**src/rtl/i2s_test_gen_pkg.sv**
```systemverilog
// Shared constants and the sine table generator for the I2S test generator.
// The generator function is evaluated only at elaboration time to fill the ROM.
`timescale 1ns/1ps
package i2s_test_gen_pkg;
  localparam int FRAME_W = 64;
  localparam int SLOT_W  = 32;
  localparam int CNT_W   = 6;

  // Bhaskara sine approximation over 64 phases, scaled to (2^(data_w-1))-1.
  // Exact at 0, quarter and half period; stays within full scale elsewhere.
  function automatic longint sine_val(input int idx, input int data_w);
    longint amp;
    longint k;
    longint num;
    longint den;
    longint mag;
    amp = (longint'(1) << (data_w - 1)) - 1;
    k   = longint'(idx % 32);
    num = 16 * k * (32 - k);
    den = 5120 - 4 * k * (32 - k);
    mag = (amp * num + den / 2) / den;
    return ((idx % 64) >= 32) ? -mag : mag;
  endfunction
endpackage

```
**src/rtl/i2s_sine_rom.sv**
```systemverilog
// Combinational 64-entry sine lookup, DATA_W-bit two's complement output.
// Only instantiated when I2S_TESTGEN_SINE_EN is defined.
`timescale 1ns/1ps
module i2s_sine_rom
  import i2s_test_gen_pkg::*;
#(
  parameter int DATA_W = 24
) (
  input  logic [CNT_W-1:0]  i_idx,
  output logic [DATA_W-1:0] o_data
);
  logic [DATA_W-1:0] w_rom [FRAME_W];

  for (genvar g = 0; g < FRAME_W; g++) begin : g_rom
    localparam longint VAL = sine_val(g, DATA_W);
    assign w_rom[g] = VAL[DATA_W-1:0];
  end

  assign o_data = w_rom[i_idx];
endmodule

```
**src/rtl/i2s_test_generator.sv**
```systemverilog
// Free-running I2S source: 64-BCK frames, ramp pattern by default, sine pattern
// when I2S_TESTGEN_SINE_EN is defined. All state moves on the falling BCK edge.
`timescale 1ns/1ps
module i2s_test_generator
  import i2s_test_gen_pkg::*;
#(
  parameter int          DATA_W = 24,
  parameter int unsigned STEP   = 1
) (
  input  logic bck,
  input  logic rst_n,
  output logic lrck,
  output logic dout
);
  logic [CNT_W-1:0]          r_cnt;
  logic                      r_lrck;
  logic                      r_dout;
  logic [DATA_W-1:0]         r_left;
  logic [DATA_W-1:0]         r_right;

  logic [CNT_W-1:0]          w_n;
  logic [$clog2(SLOT_W)-1:0] w_p;
  logic [$clog2(SLOT_W)-1:0] w_sel;
  logic                      w_frame_start;
  logic [DATA_W-1:0]         w_word;
  logic [31:0]               w_word32;
  logic                      w_bit;
  logic [DATA_W-1:0]         w_next_left;

  assign w_n           = r_cnt + CNT_W'(1);
  assign w_p           = w_n[4:0];
  assign w_frame_start = (w_n == '0);
  assign w_word        = w_n[5] ? r_right : r_left;

  // Left-justify the word so bit position p maps to index 32-p, i.e. -p mod 32.
  assign w_word32 = {w_word, {(32 - DATA_W){1'b0}}};
  assign w_sel    = 5'd0 - w_p;
  assign w_bit    = (w_p != 5'd0) && (int'(w_p) <= DATA_W) && w_word32[w_sel];

`ifdef I2S_TESTGEN_SINE_EN
  logic [CNT_W-1:0]  r_idx;
  logic [CNT_W-1:0]  w_idx_next;
  logic [DATA_W-1:0] w_sine;

  assign w_idx_next  = r_idx + CNT_W'(1);
  assign w_next_left = w_sine;

  i2s_sine_rom #(
    .DATA_W (DATA_W)
  ) u_sine_rom (
    .i_idx  (w_idx_next),
    .o_data (w_sine)
  );

  always_ff @(negedge bck or negedge rst_n) begin
    if (!rst_n) begin
      r_idx <= '0;
    end else if (w_frame_start) begin
      r_idx <= w_idx_next;
    end
  end
`else
  localparam logic [DATA_W-1:0] STEP_W = DATA_W'(STEP);

  logic [DATA_W-1:0] r_ramp;
  logic [DATA_W-1:0] w_ramp_next;

  // r_ramp always holds the value in flight, so the reset frame carries ramp 0.
  assign w_ramp_next = r_ramp + STEP_W;
  assign w_next_left = w_ramp_next;

  always_ff @(negedge bck or negedge rst_n) begin
    if (!rst_n) begin
      r_ramp <= '0;
    end else if (w_frame_start) begin
      r_ramp <= w_ramp_next;
    end
  end
`endif

  always_ff @(negedge bck or negedge rst_n) begin
    if (!rst_n) begin
      r_cnt   <= '0;
      r_lrck  <= 1'b0;
      r_dout  <= 1'b0;
      r_left  <= '0;
      r_right <= '0;
    end else begin
      r_cnt  <= w_n;
      r_lrck <= w_n[5];
      r_dout <= w_bit;
      if (w_frame_start) begin
        r_left  <= w_next_left;
        r_right <= -w_next_left;
      end
    end
  end

  assign lrck = r_lrck;
  assign dout = r_dout;
endmodule

```
**config.mk**
```make
export PLATFORM = sky130hd
export DESIGN_NAME = i2s_test_generator
export DESIGN_NICKNAME = d
export VERILOG_FILES = /design/src/rtl/i2s_test_gen_pkg.sv /design/src/rtl/i2s_sine_rom.sv /design/src/rtl/i2s_test_generator.sv
export SDC_FILE = /design/constraint.sdc
export NUM_CORES = 1
export LEC_CHECK = 0
export ABC_AREA = 0
export ABC_CLOCK_PERIOD_IN_PS = 2400
export BUFFER_PORTS_ARGS = -buffer_cell sky130_fd_sc_hd__buf_2
export CAP_MARGIN = 25
export CORE_MARGIN = 5
export CORE_UTILIZATION = 50
export DETAILED_ROUTE_END_ITERATION = 10
export PLACE_DENSITY_LB_ADDON = 0.08
export SETUP_SLACK_MARGIN = 0.4
export SYNTH_ARGS = -nofsm -noshare
export SYNTH_HDL_FRONTEND = slang
export SYNTH_SLANG_ARGS = --single-unit
```
**constraint.sdc**
```tcl
create_clock -name bck -period 2.4 [get_ports bck]
set_input_delay 0.48 -clock bck [delete_from_list [all_inputs] [get_ports bck]]
set_output_delay 0.48 -clock bck [all_outputs]
set_load 0.02 [all_outputs]
```
==> results.sh, run 1 <==
export IMPL_grt_pass1_wl_um=18300
export IMPL_rsz0062_at_grt="true"
export IMPL_finalSetupViolCount=15
export IMPL_root_buffer="clkbuf_8"
export IMPL_p_sw_frac=0.224
export IMPL_p_seq_frac=0.574
export IMPL_fmaxAchievable_mhz=388
export IMPL_stdcell_count=636
export IMPL_critical_path_peak_fanout=4
export IMPL_leakagePower_nw=2.67
export IMPL_syn_inst=446
export IMPL_power_frac_clock=0.412
export IMPL_numPortBuffers=3
export IMPL_grt_antenna_before_repair=0
export IMPL_worst_path_most_repeated_cell="buf_6"
export IMPL_synthArstFlopShare=1.00
export IMPL_grt_overflow=0
export IMPL_tritoncts="done"
export IMPL_period_needed_ps=2570
export IMPL_crit_chain="ha_2, or4b_4, a2111oi_4, o211a_1, and4_4, buf_12, buf_6, buf_6, xnor2_2, o21ai_1"
export IMPL_synth_area_mm2=0.00389
export IMPL_hold_viol=0
export IMPL_start_util=0.508
export IMPL_synth_nets=452
export IMPL_ys_warn_count=0
export IMPL_drc_errors=0
export IMPL_hold_buffers=0
export IMPL_layout_common_cells="buf_4 (80), dfrtn_1 (54), nand2_1 (43)"
export IMPL_p_per_area_mw_per_mm2=278
export IMPL_drv_cap=0
export IMPL_switching_power_w=0.000357
export IMPL_grt_met2_usage=0.373
export IMPL_grt_busiest_layer="met2"
export IMPL_slew_violations=0
export IMPL_io_pins=4
export IMPL_num_antenna_cells=0
export IMPL_cp_end_kind="flop"
export IMPL_r2r_slack_ps=-170
export IMPL_max_stage_delay_ps=500
export IMPL_synth_edf_count=0
export IMPL_comb_power_share=0.014
export IMPL_clkSinkCount=54
export IMPL_vias=3860
export IMPL_first_global_vias=3655
export IMPL_ys_ff_latch=54
export IMPL_r2r_cells=10
export IMPL_required_ps=3770
export IMPL_cp_num_buf_inv=3
export IMPL_dieWidth_um=98.2
export IMPL_synth_ff_type="dfrtn_1"
export IMPL_dpl_hpwl_um=7370
export IMPL_drt_total_wl_um=12300
export IMPL_h_tree_depth=2
export IMPL_worst_pin_slew_ps=476
export IMPL_first_pass_iters=5
export IMPL_fin_util=0.748
export IMPL_drive_above_1_share=0.457
export IMPL_grt_use_met1=0.328
export IMPL_layout_commonest_cell="buf_4"
export IMPL_rows=32
export IMPL_die_area_mm2=0.00964
export IMPL_violations="negative setup slack"
export IMPL_cp_top_family="simple AND/OR/NAND/NOR gates"
export IMPL_fin_worst_skew_ps=11.3
export IMPL_cts_buffers=5
export IMPL_syn_area_per_cell_um2=8.72
export IMPL_worst_path_max_delay_cell="or4b_4"
export IMPL_hold_ws_ps=438
export IMPL_viasPerCell=6.07
export IMPL_finalCritPeriodShare=1.07
export IMPL_worstPathArrival_ps=3950
export IMPL_ys_types=65
export IMPL_ys_seq_area_frac=0.348
export IMPL_dp_cells=571
export IMPL_cp_depth=10
export IMPL_first_iter_violations=242
export IMPL_whs_path_depth=2
export IMPL_startpoint_type="flop"
export IMPL_die_y_um=98.2
export IMPL_synthToLayoutAreaGrowth_pct=47.2
export IMPL_clockBufferDepth=2
export IMPL_hp_class="flop to flop"
export IMPL_postRouteAntennaNets=0
export IMPL_finalPower_w=0.00159
export IMPL_met3_usage=0.0271
export IMPL_intPower_w=0.00124
export IMPL_grt_use_total=0.231
export IMPL_path_clk_slew_ps=80
export IMPL_criticalPathCategory="flop to flop"
export IMPL_relSlewSlack=0.681
export IMPL_insertion_delay_ps=320
export IMPL_outcome="finished with violations"
export IMPL_grt_max_degree=55
export IMPL_wire_per_inst_um=19.3
export IMPL_fin_ws_ps=-174
export IMPL_coreArea_mm2=0.00765
export IMPL_peakVddDrop_uv=269
export IMPL_finalNetCount=539
export IMPL_routabilityCongestion=0.835
[metal layers]
| layer | share of wire | routed length [um] |
|---|---|---|
| met1 | 0.42 | 5190 |
| met2 | 0.51 | 6250 |
| met3 | 0.048 | 585 |
| met4 | 0.021 | 259 |
| met5 | 0 | 0 |
[final timing paths]
check / start / endpoint
setup reg to reg: r_ramp[1] / r_right[13]
hold / removal: r_right[12] / r_right[12]
hold reg to reg: r_right[12] / r_right[12]
max in group asynchronous: rst_n / r_ramp[18]
min in group asynchronous: rst_n / r_cnt[4]
setup / recovery: r_ramp[1] / r_right[13]
[synthesized netlist by cell type (10+ instances only)]
cell type	instances	area, um^2
buf_2	11	55.1
xor2_1	26	228
xnor2_1	33	289
nand2_1	52	195
dfrtn_1	54	1350
nor3_1	13	65.1
o21ai_0	28	140
nor2_1	29	109
a21oi_1	10	50.1
nand4_1	13	81.3
nand3_1	27	135
clkbuf_1	25	93.8
[cell families after synthesis]
family | synth area share
AOI/OAI and AO/OA | 0.152
muxes | 0.0563
buffers and inverters | 0.0557
xor gates and xnor gates | 0.133
adders and majority gates | 0.0129
and+or+nand+nor | 0.243
DFF | 0.348
[what timing repair did]
item	4_1_cts	5_1_grt
pin swaps	37	31
buffers inserted	27	27
hold endpoints to repair	0	0
gates resized for setup	89	83
gates cloned	0	3
endpoints found under the setup margin	44	49
[area by class of cell]
cell class                      instances  area, um^2
Clock buffer                            5        68.8
Clock inverter                          3        47.5
Fill cell                             490        1930
Inverter                                7        31.3
Multi-Input combinational cell        343        2910
Sequential cell                        54        1350
Tap cell                              102         128
Timing Repair Buffer                  122        1180
[sequential cells by signal, indices dropped and copies added, names as in the netlist]
| name | cells |
|---|---|
| r_ramp | 24 |
| r_cnt | 6 |
| r_right | 23 |
| dout | 1 |
[worst min-delay path: stages (launching register included)]
cell	delay, ps
dfrtn_1	410
nand2_1	50
o21ai_1	60
[stage by stage]
| stage | setup TNS (ps) | setup WS [ps] | instance area [um^2] |
|---|---|---|---|
| after floorplan | -746 | -160 | 4020 |
| after global placement | -972 | -166 | 4410 |
| after detailed placement | -1510 | -203 | 4410 |
| after CTS | -677 | -154 | 5070 |
| after global routing | -2900 | -242 | 5720 |
| final | -1690 | -174 | 5720 |
[power groups by stage]
stage	registers, W	clock network [W]	logic (W)
after floorplan	0.000931	0	0.000000000983
after global placement	0.000931	0	0.0000237
after detailed placement	0.000931	0	0.0000239
after CTS	0.000914	0.000673	0.0000240
after global routing	0.000915	0.000713	0.0000269
final	0.000914	0.000656	0.0000224
Note: power is estimated with default switching activity, not from simulation.
==> run 2, diff against run 1 <==
--- a/config.mk
+++ b/config.mk
@@ -11,2 +11,3 @@
 export CAP_MARGIN = 25
+export CORE_ASPECT_RATIO = 0.9
 export CORE_MARGIN = 5
--- a/constraint.sdc
+++ b/constraint.sdc
@@ -3,2 +3,2 @@
 set_output_delay 0.48 -clock bck [all_outputs]
-set_load 0.02 [all_outputs]
+set_load 0.005 [all_outputs]
==> results.sh, run 2 (synthesis results as in run 1) <==
export IMPL_grt_overflow=0
export IMPL_largest_register="r_ramp"
export IMPL_viasPerCell=6.05
export IMPL_grt_pass1_wl_um=17700
export IMPL_period_needed_ps=2580
export IMPL_worstPathArrival_ps=3940
export IMPL_peakVddDrop_uv=294
export IMPL_cp_end_kind="flop"
export IMPL_r2r_start="r_ramp[0]"
export IMPL_max_stage_delay_ps=530
export IMPL_hp_class="flop to flop"
export IMPL_p_per_area_mw_per_mm2=281
export IMPL_io_pins=4
export IMPL_drc_errors=0
export IMPL_dp_slack_ps=-137
export IMPL_hold_viol=0
export IMPL_layout_common_cells="buf_4 (64), dfrtn_1 (54), nand2_1 (38)"
export IMPL_clockBufferDepth=2
export IMPL_finalCritPeriodShare=1.08
export IMPL_leakagePower_nw=2.67
export IMPL_tritoncts="done"
export IMPL_stdcell_count=615
export IMPL_finalSetupViolCount=14
export IMPL_relSlewSlack=0.721
export IMPL_r2r_slack_ps=-180
export IMPL_path_clk_slew_ps=80
export IMPL_grt_max_degree=55
export IMPL_wire_per_inst_um=19.1
export IMPL_fin_ws_ps=-180
export IMPL_drt_total_wl_um=11700
export IMPL_first_pass_iters=5
export IMPL_slew_violations=0
export IMPL_fin_worst_skew_ps=10.6
export IMPL_required_ps=3760
export IMPL_num_antenna_cells=0
export IMPL_insertion_delay_ps=320
export IMPL_layout_commonest_cell="buf_4"
export IMPL_dpl_hpwl_um=7290
export IMPL_postRouteAntennaNets=0
export IMPL_drive_above_1_share=0.445
export IMPL_h_tree_depth=2
export IMPL_start_util=0.515
export IMPL_die_y_um=93.7
export IMPL_finalPower_w=0.00160
export IMPL_clkSinkCount=54
export IMPL_grt_use_total=0.235
export IMPL_hold_end="r_right[3]"
export IMPL_routabilityCongestion=0.845
export IMPL_dp_cells=566
export IMPL_outcome="finished with violations"
export IMPL_cts_buffers=5
export IMPL_rows=30
export IMPL_grt_antenna_before_repair=0
export IMPL_worst_path_max_delay_cell="or4b_4"
export IMPL_fmaxAchievable_mhz=388
export IMPL_root_buffer="clkbuf_8"
export IMPL_synthToLayoutAreaGrowth_pct=46.7
export IMPL_crit_start="r_ramp[0]"
export IMPL_whs_path_depth=2
export IMPL_violations="negative setup slack"
export IMPL_largestRegisters="r_ramp: 24 flops, r_right: 23 flops, r_cnt: 6 flops"
export IMPL_vias=3721
export IMPL_min_from="r_right[3]"
export IMPL_drv_cap=0
export IMPL_r2r_cells=9
export IMPL_startpoint_type="flop"
export IMPL_first_global_vias=3445
export IMPL_worst_pin_slew_ps=416
export IMPL_coreArea_mm2=0.00754
export IMPL_crit_chain="ha_2, or4b_4, a2111oi_4, o211a_1, and4_1, buf_6, a311o_1, mux2_4, nand2_2"
export IMPL_first_iter_violations=238
export IMPL_criticalPathCategory="flop to flop"
export IMPL_critical_path_peak_fanout=6
export IMPL_rsz0062_at_grt="true"
export IMPL_largest_reg_flops=24
export IMPL_finalNetCount=524
export IMPL_die_area_mm2=0.00964
export IMPL_numPortBuffers=3
export IMPL_hold_buffers=0
export IMPL_r2r_end="r_right[17]"
export IMPL_dieWidth_um=103
run 2: cell types whose count changed in the layout (fill, tap and decap cells not counted), moves of 3 or more:
cell and delta:
buf_8 -3, nand2_1 -5, buf_4 -16, nor3_2 -3
nor3_4 +3, nand2_4 +3
run 2: worst max path at each step:
stage	endpoint	slack, ps	depth (start not counted)
after global routing	r_right[21]	-270	9
after global placement	r_right[21]	-150	9
after floorplan	r_right[21]	-160	10
final	r_right[17]	-180	9
after detailed placement	r_right[21]	-140	9
after CTS	lrck	-120	1
run 2: critical path: cells and delay by family (launching register included):
| kind | cells | cell delay, ps |
|---|---|---|
| mux | 1 | 160 |
| fa+ha+maj | 1 | 220 |
| simple gates | 3 | 810 |
| flops | 1 | 360 |
| compound gates | 3 | 740 |
| buf+inv | 1 | 150 |
run 2: power by group:
part | switching (W) | internal [W] | leakage, nW
combinational | 0.0000184 | 0.00000404 | 1.87
sequential | 0 | 0.000914 | 0.740
clock | 0.000346 | 0.000317 | 0.0587
total | 0.000365 | 0.00124 | 2.67
run 2: cell type report:
type                            count  area (um^2)
Multi-Input combinational cell    343         3000
Clock buffer                        5         68.8
Sequential cell                    54         1350
Timing Repair Buffer              107         1080
Tap cell                           96          120
Inverter                            7         31.3
Fill cell                         502         1840
Clock inverter                      3         47.5
run 2: repair_timing:
item                                    CTS  global route
setup buffers                            26            11
cloned                                    1             3
endpoints found under the setup margin   36            49
resized for setup                        93            86
pin swaps                                25            21
run 2: metrics by stage:
stage / setup TNS, ps / cell area [um^2] / hold slack [ps] / utilization
after global routing: -2840 / 5700 / 449 / 0.756
after CTS: -609 / 5180 / 422 / 0.686
after global placement: -864 / 4440 / 416 / 0.588
after floorplan: -746 / 4020 / 401 / -
final: -1240 / 5700 / 433 / 0.756
after detailed placement: -844 / 4440 / 422 / 0.588
run 2: metal layers:
layer	up-vias	global-route usage	routed length, um
li1	1744	-	-
met1	1862	0.348	5460
met2	107	0.375	5620
met3	8	0.0297	595
met4	0	0.0356	60
met5	-	0	0
